### src/rtl/hazard_sweep_ctrl.sv
// ============================================================================
// hazard_sweep_ctrl : sweeps a combinational DUT through every ordered pair of
//                     distinct input vectors and classifies output glitches.
// Revision: 1.0
// ============================================================================
`default_nettype none

module hazard_sweep_ctrl #(
  parameter int N_IN  = 3,
  parameter int HOLD  = 8,
  parameter int CNT_W = 8
) (
  input  logic             clk,
  input  logic             rst,
  input  logic             start,
  output logic [N_IN-1:0]  dut_in,
  input  logic             dut_out,
  output logic             busy,
  output logic             done,
  output logic             hz_valid,
  output logic [N_IN-1:0]  hz_from,
  output logic [N_IN-1:0]  hz_to,
  output logic [1:0]       hz_kind,
  output logic [CNT_W-1:0] hz_count
);

  localparam int              HC_W      = (HOLD > 1) ? $clog2(HOLD) : 1;
  localparam logic [HC_W-1:0] HOLD_LAST = HC_W'(HOLD - 1);
  localparam logic [N_IN-1:0] IDX_MAX   = '1;
  localparam logic [N_IN-1:0] IDX_ONE   = N_IN'(1);

  localparam logic [2:0] S_IDLE      = 3'd0;
  localparam logic [2:0] S_HOLD_FROM = 3'd1;
  localparam logic [2:0] S_HOLD_TO   = 3'd2;
  localparam logic [2:0] S_CHECK     = 3'd3;
  localparam logic [2:0] S_DONE      = 3'd4;

  localparam logic [1:0] KIND_S0  = 2'b00;
  localparam logic [1:0] KIND_S1  = 2'b01;
  localparam logic [1:0] KIND_DYN = 2'b10;

  logic [2:0]       state_q,    state_d;
  logic [HC_W-1:0]  hold_cnt_q, hold_cnt_d;
  logic [N_IN-1:0]  i_q,        i_d;
  logic [N_IN-1:0]  j_q,        j_d;
  logic [N_IN-1:0]  dut_in_q,   dut_in_d;
  logic             out_q,      out_d;
  logic             out_prev_q, out_prev_d;
  logic             v0_q,       v0_d;
  logic             v1_q,       v1_d;
  logic [1:0]       tog_q,      tog_d;
  logic             busy_q,     busy_d;
  logic             done_q,     done_d;
  logic             hz_valid_q, hz_valid_d;
  logic [N_IN-1:0]  hz_from_q,  hz_from_d;
  logic [N_IN-1:0]  hz_to_q,    hz_to_d;
  logic [1:0]       hz_kind_q,  hz_kind_d;
  logic [CNT_W-1:0] hz_count_q, hz_count_d;

  logic [N_IN-1:0] to_vec;
  logic            hold_last;
  logic [1:0]      tog_inc;
  logic            hazard;
  logic [1:0]      kind;

  assign to_vec    = j_q + i_q;
  assign hold_last = (hold_cnt_q == HOLD_LAST);
  assign tog_inc   = ((out_q != out_prev_q) && (tog_q != 2'd3)) ? tog_q + 2'd1 : tog_q;

  // Classified on the last HOLD_TO cycle with that cycle's sample (the value
  // v1 latches) so the registered pulse lands exactly on the CHECK cycle.
  assign hazard = (v0_q == out_q) ? (tog_inc != 2'd0) : (tog_inc > 2'd1);
  assign kind   = (v0_q != out_q) ? KIND_DYN : (out_q ? KIND_S1 : KIND_S0);

  always_comb begin
    state_d    = state_q;
    hold_cnt_d = hold_cnt_q;
    i_d        = i_q;
    j_d        = j_q;
    dut_in_d   = dut_in_q;
    out_d      = dut_out;
    out_prev_d = out_q;
    v0_d       = v0_q;
    v1_d       = v1_q;
    tog_d      = tog_q;
    busy_d     = busy_q;
    done_d     = done_q;
    hz_valid_d = 1'b0;
    hz_from_d  = hz_from_q;
    hz_to_d    = hz_to_q;
    hz_kind_d  = hz_kind_q;
    hz_count_d = hz_count_q;

    case (state_q)
      S_IDLE, S_DONE: begin
        if (start) begin
          i_d        = IDX_ONE;
          j_d        = '0;
          hz_count_d = '0;
          done_d     = 1'b0;
          busy_d     = 1'b1;
          tog_d      = 2'd0;
          hold_cnt_d = '0;
          dut_in_d   = '0;
          state_d    = S_HOLD_FROM;
        end
      end

      S_HOLD_FROM: begin
        hold_cnt_d = hold_cnt_q + 1'b1;
        if (hold_last) begin
          v0_d       = out_q;
          dut_in_d   = to_vec;
          hold_cnt_d = '0;
          state_d    = S_HOLD_TO;
        end
      end

      S_HOLD_TO: begin
        tog_d      = tog_inc;
        hold_cnt_d = hold_cnt_q + 1'b1;
        if (hold_last) begin
          v1_d       = out_q;
          hold_cnt_d = '0;
          state_d    = S_CHECK;
          if (hazard) begin
            hz_valid_d = 1'b1;
            hz_from_d  = j_q;
            hz_to_d    = to_vec;
            hz_kind_d  = kind;
            if (hz_count_q != {CNT_W{1'b1}}) begin
              hz_count_d = hz_count_q + 1'b1;
            end
          end
        end
      end

      S_CHECK: begin
        tog_d   = 2'd0;
        state_d = S_HOLD_FROM;
        if (j_q == IDX_MAX) begin
          j_d = '0;
          if (i_q == IDX_MAX) begin
            // dut_in keeps the final 'to' vector while results are held
            state_d = S_DONE;
            busy_d  = 1'b0;
            done_d  = 1'b1;
          end else begin
            i_d      = i_q + 1'b1;
            dut_in_d = '0;
          end
        end else begin
          j_d      = j_q + 1'b1;
          dut_in_d = j_q + 1'b1;
        end
      end

      default: begin
        state_d = S_IDLE;
        busy_d  = 1'b0;
      end
    endcase
  end

  always_ff @(posedge clk or posedge rst) begin
    if (rst) begin
      state_q    <= S_IDLE;
      hold_cnt_q <= '0;
      i_q        <= '0;
      j_q        <= '0;
      dut_in_q   <= '0;
      out_q      <= 1'b0;
      out_prev_q <= 1'b0;
      v0_q       <= 1'b0;
      v1_q       <= 1'b0;
      tog_q      <= 2'd0;
      busy_q     <= 1'b0;
      done_q     <= 1'b0;
      hz_valid_q <= 1'b0;
      hz_from_q  <= '0;
      hz_to_q    <= '0;
      hz_kind_q  <= KIND_S0;
      hz_count_q <= '0;
    end else begin
      state_q    <= state_d;
      hold_cnt_q <= hold_cnt_d;
      i_q        <= i_d;
      j_q        <= j_d;
      dut_in_q   <= dut_in_d;
      out_q      <= out_d;
      out_prev_q <= out_prev_d;
      v0_q       <= v0_d;
      v1_q       <= v1_d;
      tog_q      <= tog_d;
      busy_q     <= busy_d;
      done_q     <= done_d;
      hz_valid_q <= hz_valid_d;
      hz_from_q  <= hz_from_d;
      hz_to_q    <= hz_to_d;
      hz_kind_q  <= hz_kind_d;
      hz_count_q <= hz_count_d;
    end
  end

  assign dut_in   = dut_in_q;
  assign busy     = busy_q;
  assign done     = done_q;
  assign hz_valid = hz_valid_q;
  assign hz_from  = hz_from_q;
  assign hz_to    = hz_to_q;
  assign hz_kind  = hz_kind_q;
  assign hz_count = hz_count_q;

endmodule

`default_nettype wire

### config.mk
export PLATFORM = sky130hd
export DESIGN_NAME = hazard_sweep_ctrl
export DESIGN_NICKNAME = d
export VERILOG_FILES = /design/src/rtl/hazard_sweep_ctrl.sv
export SDC_FILE = /design/constraint.sdc
export NUM_CORES = 1
export LEC_CHECK = 0
export ABC_AREA = 0
export BUFFER_PORTS_ARGS = -buffer_cell sky130_fd_sc_hd__buf_4
export CORE_MARGIN = 2
export CORE_UTILIZATION = 30
export CTS_BUF_LIST = sky130_fd_sc_hd__clkbuf_8 sky130_fd_sc_hd__clkbuf_16
export DETAILED_ROUTE_END_ITERATION = 16
export GPL_ROUTABILITY_DRIVEN = 0
export SETUP_SLACK_MARGIN = 0.4
export SYNTH_ARGS = -nofsm -noshare
export SYNTH_HDL_FRONTEND = slang
export SYNTH_SLANG_ARGS = --single-unit
### constraint.sdc
create_clock -name clk -period 3.5 [get_ports clk]
set_input_delay 0.7 -clock clk [delete_from_list [all_inputs] [get_ports clk]]
set_output_delay 0.7 -clock clk [all_outputs]
set_load 0.02 [all_outputs]
==> results_dict.tcl, run 1 <==
set metrics [dict create \
    status "completed" \
    setup_violations 0 \
    postCtsSetupBuffers 0 \
    clockRootBuffer "clkbuf_8" \
    setup_tns_ns 0 \
    cts_made_buffers 5 \
    synth_edf_count 0 \
    first_pass_iters 4 \
    clockBufferDepth 2 \
    syn_nets 215 \
    path_max_fanout 25 \
    netlist_area_um2 2060 \
    grt_first_pass_wirelength_mm 7.25 \
    avgSynthCellArea_um2 10.3 \
    clk_pin_slew_ns 0.08 \
    final_cell_mix "39 x dfrtp_1, 26 x buf_4, 14 x nor2_1, 14 x nand2_1, 13 x a21oi_1" \
    n_fill_cell 671 \
    cts_sinks 39 \
    post_drt_wl_per_cell_um 13.6 \
    cp_num_buf_inv 0 \
    antennaDiodeCount 0 \
    syn_inst 200 \
    dpl.hpwl_mm 2.88 \
    die_area_um2 7560 \
    postRouteAntennaNets 0 \
    area_delta_synth_final_pct 15.9 \
    cellLeakagePower_nw 1.11 \
    grt_pass1_vias 1489 \
    end_kind "flip-flop" \
    netlist_top_cells_area "dfrtp_1 47%, ha_1 6.1%, mux2_4 3.6%" \
    critPathLaunchType "flip-flop" \
    final_nets 237 \
    final_max_slew_viol_count 0 \
    ys_seq_area_share_pct 47.3 \
    die_x_um 86.9 \
    period_needed_ns 2.22 \
    placed_cells 295 \
    worst_pin_slew_ns 0.791 \
    coreArea_um2 6720 \
    slew_headroom_pct 46.5 \
    fin_crit_sh_pct 63.4 \
    max_freq_mhz 451 \
    grt-ovfl-total 0 \
    max_stage_delay_ns 0.82 \
    cp.required_ns 3.70 \
    hold_class "reg2reg" \
    initial_utilization_pct 30.7 \
    critPathArrivalTime_ns 2.42 \
    synth_ff_type "dfrtp_1" \
    cts_resized 0 \
    ys_warn_count 0 \
    antenna_found_initial 0 \
    grt_start_max_net_pins 40 \
    rows 30 \
    cts_max_level 2 \
    wirelength_mm 4.13 \
    ctsHoldBuffers 0 \
    synth_cell_type_count 44 \
    synth-seq-cells 39 \
    pwr_density_cell_nw_per_um2 479 \
    hold_violations 0 \
    die_y_um 86.9 \
    layout_commonest_cell "dfrtp_1" \
    grtUsageTotal_pct 12.2 \
    yosys.area.top_type_share_pct 47.3 \
    crit_type "reg2reg" \
    clock_latency_ns 0.29 \
    io_pins 26 \
    path_delay_family "simple AND/OR/NAND/NOR gates" \
    num_vias 1530 \
    synthArstFlopShare_pct 100 \
    tritoncts "done" \
    crit_chain "nand2_1, nor2_4, a2bb2oi_1, or3b_2, o31ai_1" \
    drc 0 \
    io_buffers 25 \
    fin_util_pct 35.6 \
    viasPerCell 5.05 \
    cp_slowest_cell "dfrtp_1" \
    final.setup_skew_ns 0.00849 \
    instances_no_fill 303 \
    drive_gt1_share_pct 21.1 \
    rsz0062_at_grt "false" \
    ir_worst_vdd_v 0.000233 \
    max_cap_violations 0 \
    yosys.area.top_type "dfrtp_1" \
    drt_first_iter_violations 105 \
]
## metal layers
layer	vias up	share of wire (%)	GRT usage, %
met4	0	1.7	4.69
met1	742	48	16.6
met3	7	3.1	2.94
li1	763	-	-
met5	-	0	0
met2	18	47	18.8
## area by class of cell
class	count	area [µm²]	share of cell area (%)
sequential	39	976	40.8
tap	80	100	4.19
clock buffer	5	68.8	2.88
timing repair buffer	26	195	8.16
clock inverter	3	16.3	0.680
inverter	11	41.3	1.73
multi-input combinational	139	993	41.5
## where the power goes
group	internal [mW]	switching (mW)	total, mW
clock network	0.136	0.161	0.297
registers	0.515	0.0470	0.562
logic	0.140	0.146	0.286
total	0.791	0.354	1.15
## per-stage QoR
stage | area, µm² | setup slack [ns] | power (mW) | hold slack (ns)
after global routing | 2390 | 1.03 | 1.21 | 0.490
after global placement | 2310 | 1.35 | 0.859 | 0.452
after floorplan | 2060 | 1.54 | 0.741 | 0.414
final | 2390 | 1.28 | 1.15 | 0.465
after CTS | 2390 | 1.26 | 1.16 | 0.477
after detailed placement | 2310 | 1.29 | 0.859 | 0.458
## worst reg2reg max path: stages (launching register included)
cell       delay, ns
dfrtp_1         0.82
nand2_1         0.23
nor2_4          0.22
a2bb2oi_1       0.14
or3b_2          0.48
o31ai_1         0.24
## logic make-up after synthesis
family          Yosys count  synth area share (%)
compound gates           47                  14.9
xor+xnor                  4                  1.70
fa+ha+maj                11                  7.03
buf+inv                  22                  4.55
flops                    39                  47.3
mux                      14                  8.25
simple gates             63                  16.3
## synthesized netlist by cell type, types with 2 or more instances
master    number
xnor2_1        2
a22o_1         3
nor3_1         3
ha_1          10
nor2b_1        7
o211ai_1       3
mux2_4         5
inv_1         11
and3_1         4
a21o_1         2
a32o_1         2
xor2_1         2
nor2_1        14
dfrtp_1       39
mux2i_1        5
nand3_1        9
clkbuf_1       6
buf_2          2
mux2_2         4
a221oi_1       2
a21oi_1       13
nand4_1        2
nand2_1       14
a31oi_1        3
o21ai_0       10
o31ai_1        5
## state kept, by name (all words and copies together), names as in the netlist
signal	count
out_prev_d	1
hz_to	3
hold_cnt_q	3
state_q	3
out_prev_q	1
hz_valid	1
i_q	3
v0_q	1
busy	1
dut_in	3
hz_from	3
done	1
hz_count	8
j_q	3
tog_q	2
hz_kind	2
## final timing paths
| kind | from | end | slack [ns] | cells after the start |
|---|---|---|---|---|
| worst max-delay path | state_q[1]$_DFFE_PP0P_ | dut_in[2]$_DFFE_PP0P_ | 1.28 | 5 |
| worst min-delay path | out_prev_d$_DFF_PP0_ | out_prev_q$_DFF_PP0_ | 0.46 | 0 |
| worst max register to register | state_q[1]$_DFFE_PP0P_ | dut_in[2]$_DFFE_PP0P_ | 1.28 | 5 |
| worst min register to register | out_prev_d$_DFF_PP0_ | out_prev_q$_DFF_PP0_ | 0.46 | 0 |
| max in group asynchronous | rst | hz_from[1]$_DFFE_PP0P_ | 2.64 | 3 |
| min in group asynchronous | rst | hz_count[5]$_DFFE_PP0P_ | 0.52 | 3 |
Power figures use the tool's default switching activity.
==> run 2, diff against run 1 <==
- clock period: 3.5 -> 2.19 ns (I/O delays scaled with it)
==> run 2 against run 1 <==
Compared with the run above: non-clock buffer count grew 21; register-to-register slack worse by 1.0 ns; utilization rose by 4.5 points; highest routed layer unchanged.
==> results_dict.tcl, run 2 (same netlist as run 1, synthesis figures left out) <==
set metrics [dict create \
    final_max_slew_viol_count 0 \
    drive_gt1_share_pct 36.7 \
    clockBufferDepth 2 \
    path_max_fanout 6 \
    final_nets 259 \
    grt_pass1_vias 1625 \
    clock_latency_ns 0.29 \
    postRouteAntennaNets 0 \
    instances_no_fill 325 \
    ir_worst_vdd_v 0.000532 \
    grt_first_pass_wirelength_mm 7.92 \
    worst_pin_slew_ns 0.506 \
    power_mw 1.98 \
    wirelength_mm 4.67 \
    finalWorstSetupSlack_ns 0.275 \
    critPathLaunchType "flip-flop" \
    drt_first_iter_violations 68 \
    cp_num_buf_inv 0 \
    holdPathStages 1 \
    hold_class "in2reg" \
    cts_sinks 39 \
    antenna_found_initial 0 \
    num_vias 1671 \
    r2r_cells 4 \
    die_y_um 86.9 \
    dpl.hpwl_mm 3.05 \
    final.setup_skew_ns 0.00990 \
    cp_slowest_cell "or4_4" \
    crit_type "reg2reg" \
    die_x_um 86.9 \
    final_cell_mix "47 x buf_4, 36 x dfrtp_1, 14 x nand2_1" \
    status "completed" \
    cp.required_ns 2.37 \
    n_fill_cell 645 \
    cts_max_level 2 \
    rsz0062_at_grt "true" \
    max_freq_mhz 522 \
    pwr_density_cell_nw_per_um2 735 \
    drc 0 \
    coreArea_um2 6720 \
    path_depth 4 \
    end_kind "flip-flop" \
    layout_commonest_cell "buf_4" \
    clk_pin_slew_ns 0.08 \
    setup_violations 0 \
    largest_reg_flops 8 \
    final_area_um2 2700 \
    placed_cells 302 \
    grt_start_max_net_pins 40 \
    fin_util_pct 40.1 \
    post_dp_cell_area_um2 2380 \
    ctsHoldBuffers 0 \
    post_drt_wl_per_cell_um 14.4 \
    io_pins 26 \
    fin_crit_sh_pct 87.4 \
    critPathArrivalTime_ns 2.10 \
    initial_utilization_pct 30.7 \
    tritoncts "done" \
    clockRootBuffer "clkbuf_8" \
    max_stage_delay_ns 0.55 \
    hold_violations 0 \
    grtUsageTotal_pct 13.5 \
    first_pass_iters 4 \
    period_needed_ns 1.91 \
    cellLeakagePower_nw 1.23 \
    die_area_um2 7560 \
    hold_ws_ns 0.247 \
    viasPerCell 5.14 \
    antennaDiodeCount 0 \
    setup_tns_ns 0 \
    io_buffers 25 \
    max_cap_violations 0 \
    area_delta_synth_final_pct 30.7 \
    rows 30 \
    path_delay_family "simple AND/OR/NAND/NOR gates" \
    dp_slack_ns 0.197 \
    slew_headroom_pct 66.2 \
    cts_made_buffers 5 \
    crit_chain "ha_4, or4_4, and3b_2, mux2_2" \
    grt-ovfl-total 0 \
]
[run 2: cell count changes in the layout (fill, tap and decap cells not counted), moves of 3 or more]
| cell | change |
|---|---|
| buf_4 | +21 |
| ha_1 | -4 |
| dfrtp_2 | +3 |
| dfrtp_1 | -3 |
| ha_4 | +4 |
[run 2: power breakdown]
group / leakage, nW / internal [mW] / switching [mW] / total, mW
clock network: 0.0453 / 0.218 / 0.256 / 0.474
logic: 0.711 / 0.307 / 0.302 / 0.609
registers: 0.470 / 0.823 / 0.0762 / 0.899
[run 2: worst paths after layout]
check	from	to	slack, ns
worst max-delay path	tog_q[0]$_DFFE_PP0P_	hz_from[2]$_DFFE_PP0P_	0.28
worst max register to register	tog_q[0]$_DFFE_PP0P_	hz_from[2]$_DFFE_PP0P_	0.28
max in group asynchronous	rst	state_q[0]$_DFFE_PP0P_	1.55
worst min register to register	dut_in[0]$_DFFE_PP0P_	dut_in[0]$_DFFE_PP0P_	0.50
min in group asynchronous	rst	v0_q$_DFFE_PP0P_	0.26
worst min-delay path	dut_out	out_prev_d$_DFF_PP0_	0.25
[run 2: area by class of cell]
type / instances / area (µm²) / share of cell area, %
Clock inverter: 3 / 16.3 / 0.603
Tap cell: 80 / 100 / 3.71
Timing Repair Buffer: 47 / 353 / 13.1
Multi-Input combinational cell: 140 / 1140 / 42.2
Sequential cell: 39 / 980 / 36.3
Inverter: 11 / 41.3 / 1.53
Clock buffer: 5 / 68.8 / 2.55
[run 2: repair_timing]
action                                  4_1_cts  5_1_grt
gates cloned                                  1        0
pin swaps                                     3        4
setup buffers                                10        4
gates resized for setup                      11       14
endpoints found under the setup margin       18       26
[run 2: metal layers]
layer	vias up	track usage, %	part of all wire, %
li1	809	-	-
met1	814	17.7	48
met2	40	20.7	46
met3	8	3.22	4.1
met4	0	6.68	1.9
met5	-	0	0
==> run 3, diff against run 2 <==
- CORE_MARGIN: 2 -> 5
==> run 3 against run 2 <==
Compared with the run above: sequential power about the same; sequential share of layout area decreased by 0.30 points; design area grew 0.70%; utilization increased by 0.055 points; power rose by 7.3%; hold slack worse by 0.0033 ns; die area is 14% higher; sequential cell count did not move; cell count is 0.62% lower.
==> results_dict.tcl, run 3 (same netlist as run 1, synthesis figures left out) <==
set metrics [dict create \
    num_vias 1701 \
    cp.required_ns 2.37 \
    path_max_fanout 6 \
    final_cell_mix "42 x buf_4, 37 x dfrtp_1, 13 x nand2_1" \
    io_pins 26 \
    rsz0062_at_grt "true" \
    r2r_cells 4 \
    post_drt_wl_per_cell_um 15.3 \
    area_delta_synth_final_pct 31.6 \
    postRouteAntennaNets 0 \
    cts_sinks 39 \
    viasPerCell 5.27 \
    swShare_pct 31.3 \
    drc 0 \
    critPathLaunchType "flip-flop" \
    final.setup_skew_ns 0.00761 \
    fin_util_pct 40.2 \
    max_cap_violations 0 \
    critPathArrivalTime_ns 2.14 \
    slew_headroom_pct 66.4 \
    initial_utilization_pct 30.5 \
    pwr_density_cell_nw_per_um2 783 \
    grt_pass1_vias 1735 \
    wirelength_mm 4.93 \
    min-delay-start "dut_out" \
    cts_made_buffers 5 \
    crit_type "reg2reg" \
    hold_class "in2reg" \
    layout_commonest_cell "buf_4" \
    dpl.hpwl_mm 3.21 \
    grtUsageTotal_pct 12.3 \
    period_needed_ns 1.96 \
    final_nets 257 \
    crit_start "tog_q[0]$_DFFE_PP0P_" \
    p_int_mw 1.46 \
    p_sw_mw 0.666 \
    worst_pin_slew_ns 0.504 \
    clockBufferDepth 2 \
    coreArea_um2 6760 \
    cts_max_level 2 \
    setup_tns_ns 0 \
    grt_first_pass_wirelength_mm 8.51 \
    die_y_um 92.9 \
    grt_start_max_net_pins 40 \
    drive_gt1_share_pct 35.4 \
    end_kind "flip-flop" \
    status "completed" \
    first_pass_iters 4 \
    clockRootBuffer "clkbuf_8" \
    drt_first_iter_violations 79 \
    r2r-start "tog_q[0]$_DFFE_PP0P_" \
    ctsHoldBuffers 0 \
    antennaDiodeCount 0 \
    reg2reg_to "hz_to[0]$_DFFE_PP0P_" \
    cellLeakagePower_nw 1.23 \
    largest_reg_flops 8 \
    power.share.clock_pct 29.0 \
    comb_power_share_pct 28.8 \
    grt-ovfl-total 0 \
    max_freq_mhz 509 \
    multi_input_area_um2 1140 \
    antenna_found_initial 0 \
    r2r_setup_slack_ns 0.23 \
    clk_pin_slew_ns 0.09 \
    die_area_um2 8640 \
    final_max_slew_viol_count 0 \
    setup_violations 0 \
    endpoint "hz_to[0]$_DFFE_PP0P_" \
    hold_violations 0 \
    die_x_um 92.9 \
    rows 30 \
    power_frac_seq_pct 42.1 \
    clock_latency_ns 0.30 \
    tritoncts "done" \
    io_buffers 25 \
    ir_worst_vdd_v 0.000511 \
    n_fill_cell 657 \
    regArea_um2 978 \
    fin_crit_sh_pct 89.7 \
]
[run 3: changes by cell type in the layout (fill, tap and decap cells not counted), moves of 2 or more]
cell / before / now
buf_6: 0 / 2
ha_4: 4 / 2
o21ai_1: 0 / 2
buf_4: 47 / 42
[run 3: power by group through the flow]
stage	clock [mW]	combinational [mW]	sequential, mW
6_report	0.617	0.613	0.896
4_1_cts	0.637	0.556	0.892
3_5_place_dp	0	0.468	0.913
5_1_grt	0.664	0.661	0.914
3_3_place_gp	0	0.457	0.909
2_1_floorplan	0	0.177	1.01
[run 3: final cells by class]
class	count	share of cell area [%]
multi-input combinational	141	42.2
sequential	39	36.0
timing repair buffer	44	12.4
tap	80	3.69
clock buffer	5	2.53
clock inverter	3	1.61
inverter	11	1.52
[run 3: through the flow]
step	power [mW]	instance area, µm²	instances	hold WS, ns	setup slack [ns]
after floorplan	1.18	2090	200	0.414	0.248
after global placement	1.37	2370	301	0.430	0.221
after detailed placement	1.38	2370	301	0.447	0.174
after CTS	2.08	2610	320	0.238	0.241
after global routing	2.24	2720	323	0.228	0.209
final	2.13	2720	323	0.244	0.226
[run 3: per-layer routing]
layer / share of wire (%) / global-route usage, % / up-vias
met2: 47 / 19.1 / 38
met3: 3.7 / 3.01 / 11
met1: 47 / 16.4 / 848
met4: 2.7 / 5.01 / 0
li1: - / - / 804
met5: 0 / 0 / -
[run 3: worst max-delay path, stage by stage, from the launching register on]
cell and delay, ns:
dfrtp_1 0.40, ha_1 0.31, or4_4 0.57, and3b_4 0.26, mux2_4 0.31
[run 3: timing repair]
item / in CTS / in global routing
setup buffers: 9 / 3
resized for setup: 10 / 19
cloned: 2 / 0
pin swaps: 2 / 3
endpoints found under the setup margin: 18 / 27
[run 3: worst min path at each step]
| stage | slack (ns) | depth (start not counted) | endpoint |
|---|---|---|---|
| after floorplan | 0.41 | 0 | out_prev_q$_DFF_PP0_ |
| after global placement | 0.43 | 0 | out_prev_q$_DFF_PP0_ |
| after detailed placement | 0.45 | 0 | out_prev_q$_DFF_PP0_ |
| after CTS | 0.24 | 1 | out_prev_d$_DFF_PP0_ |
| after global routing | 0.23 | 1 | out_prev_d$_DFF_PP0_ |
| final | 0.24 | 1 | out_prev_d$_DFF_PP0_ |
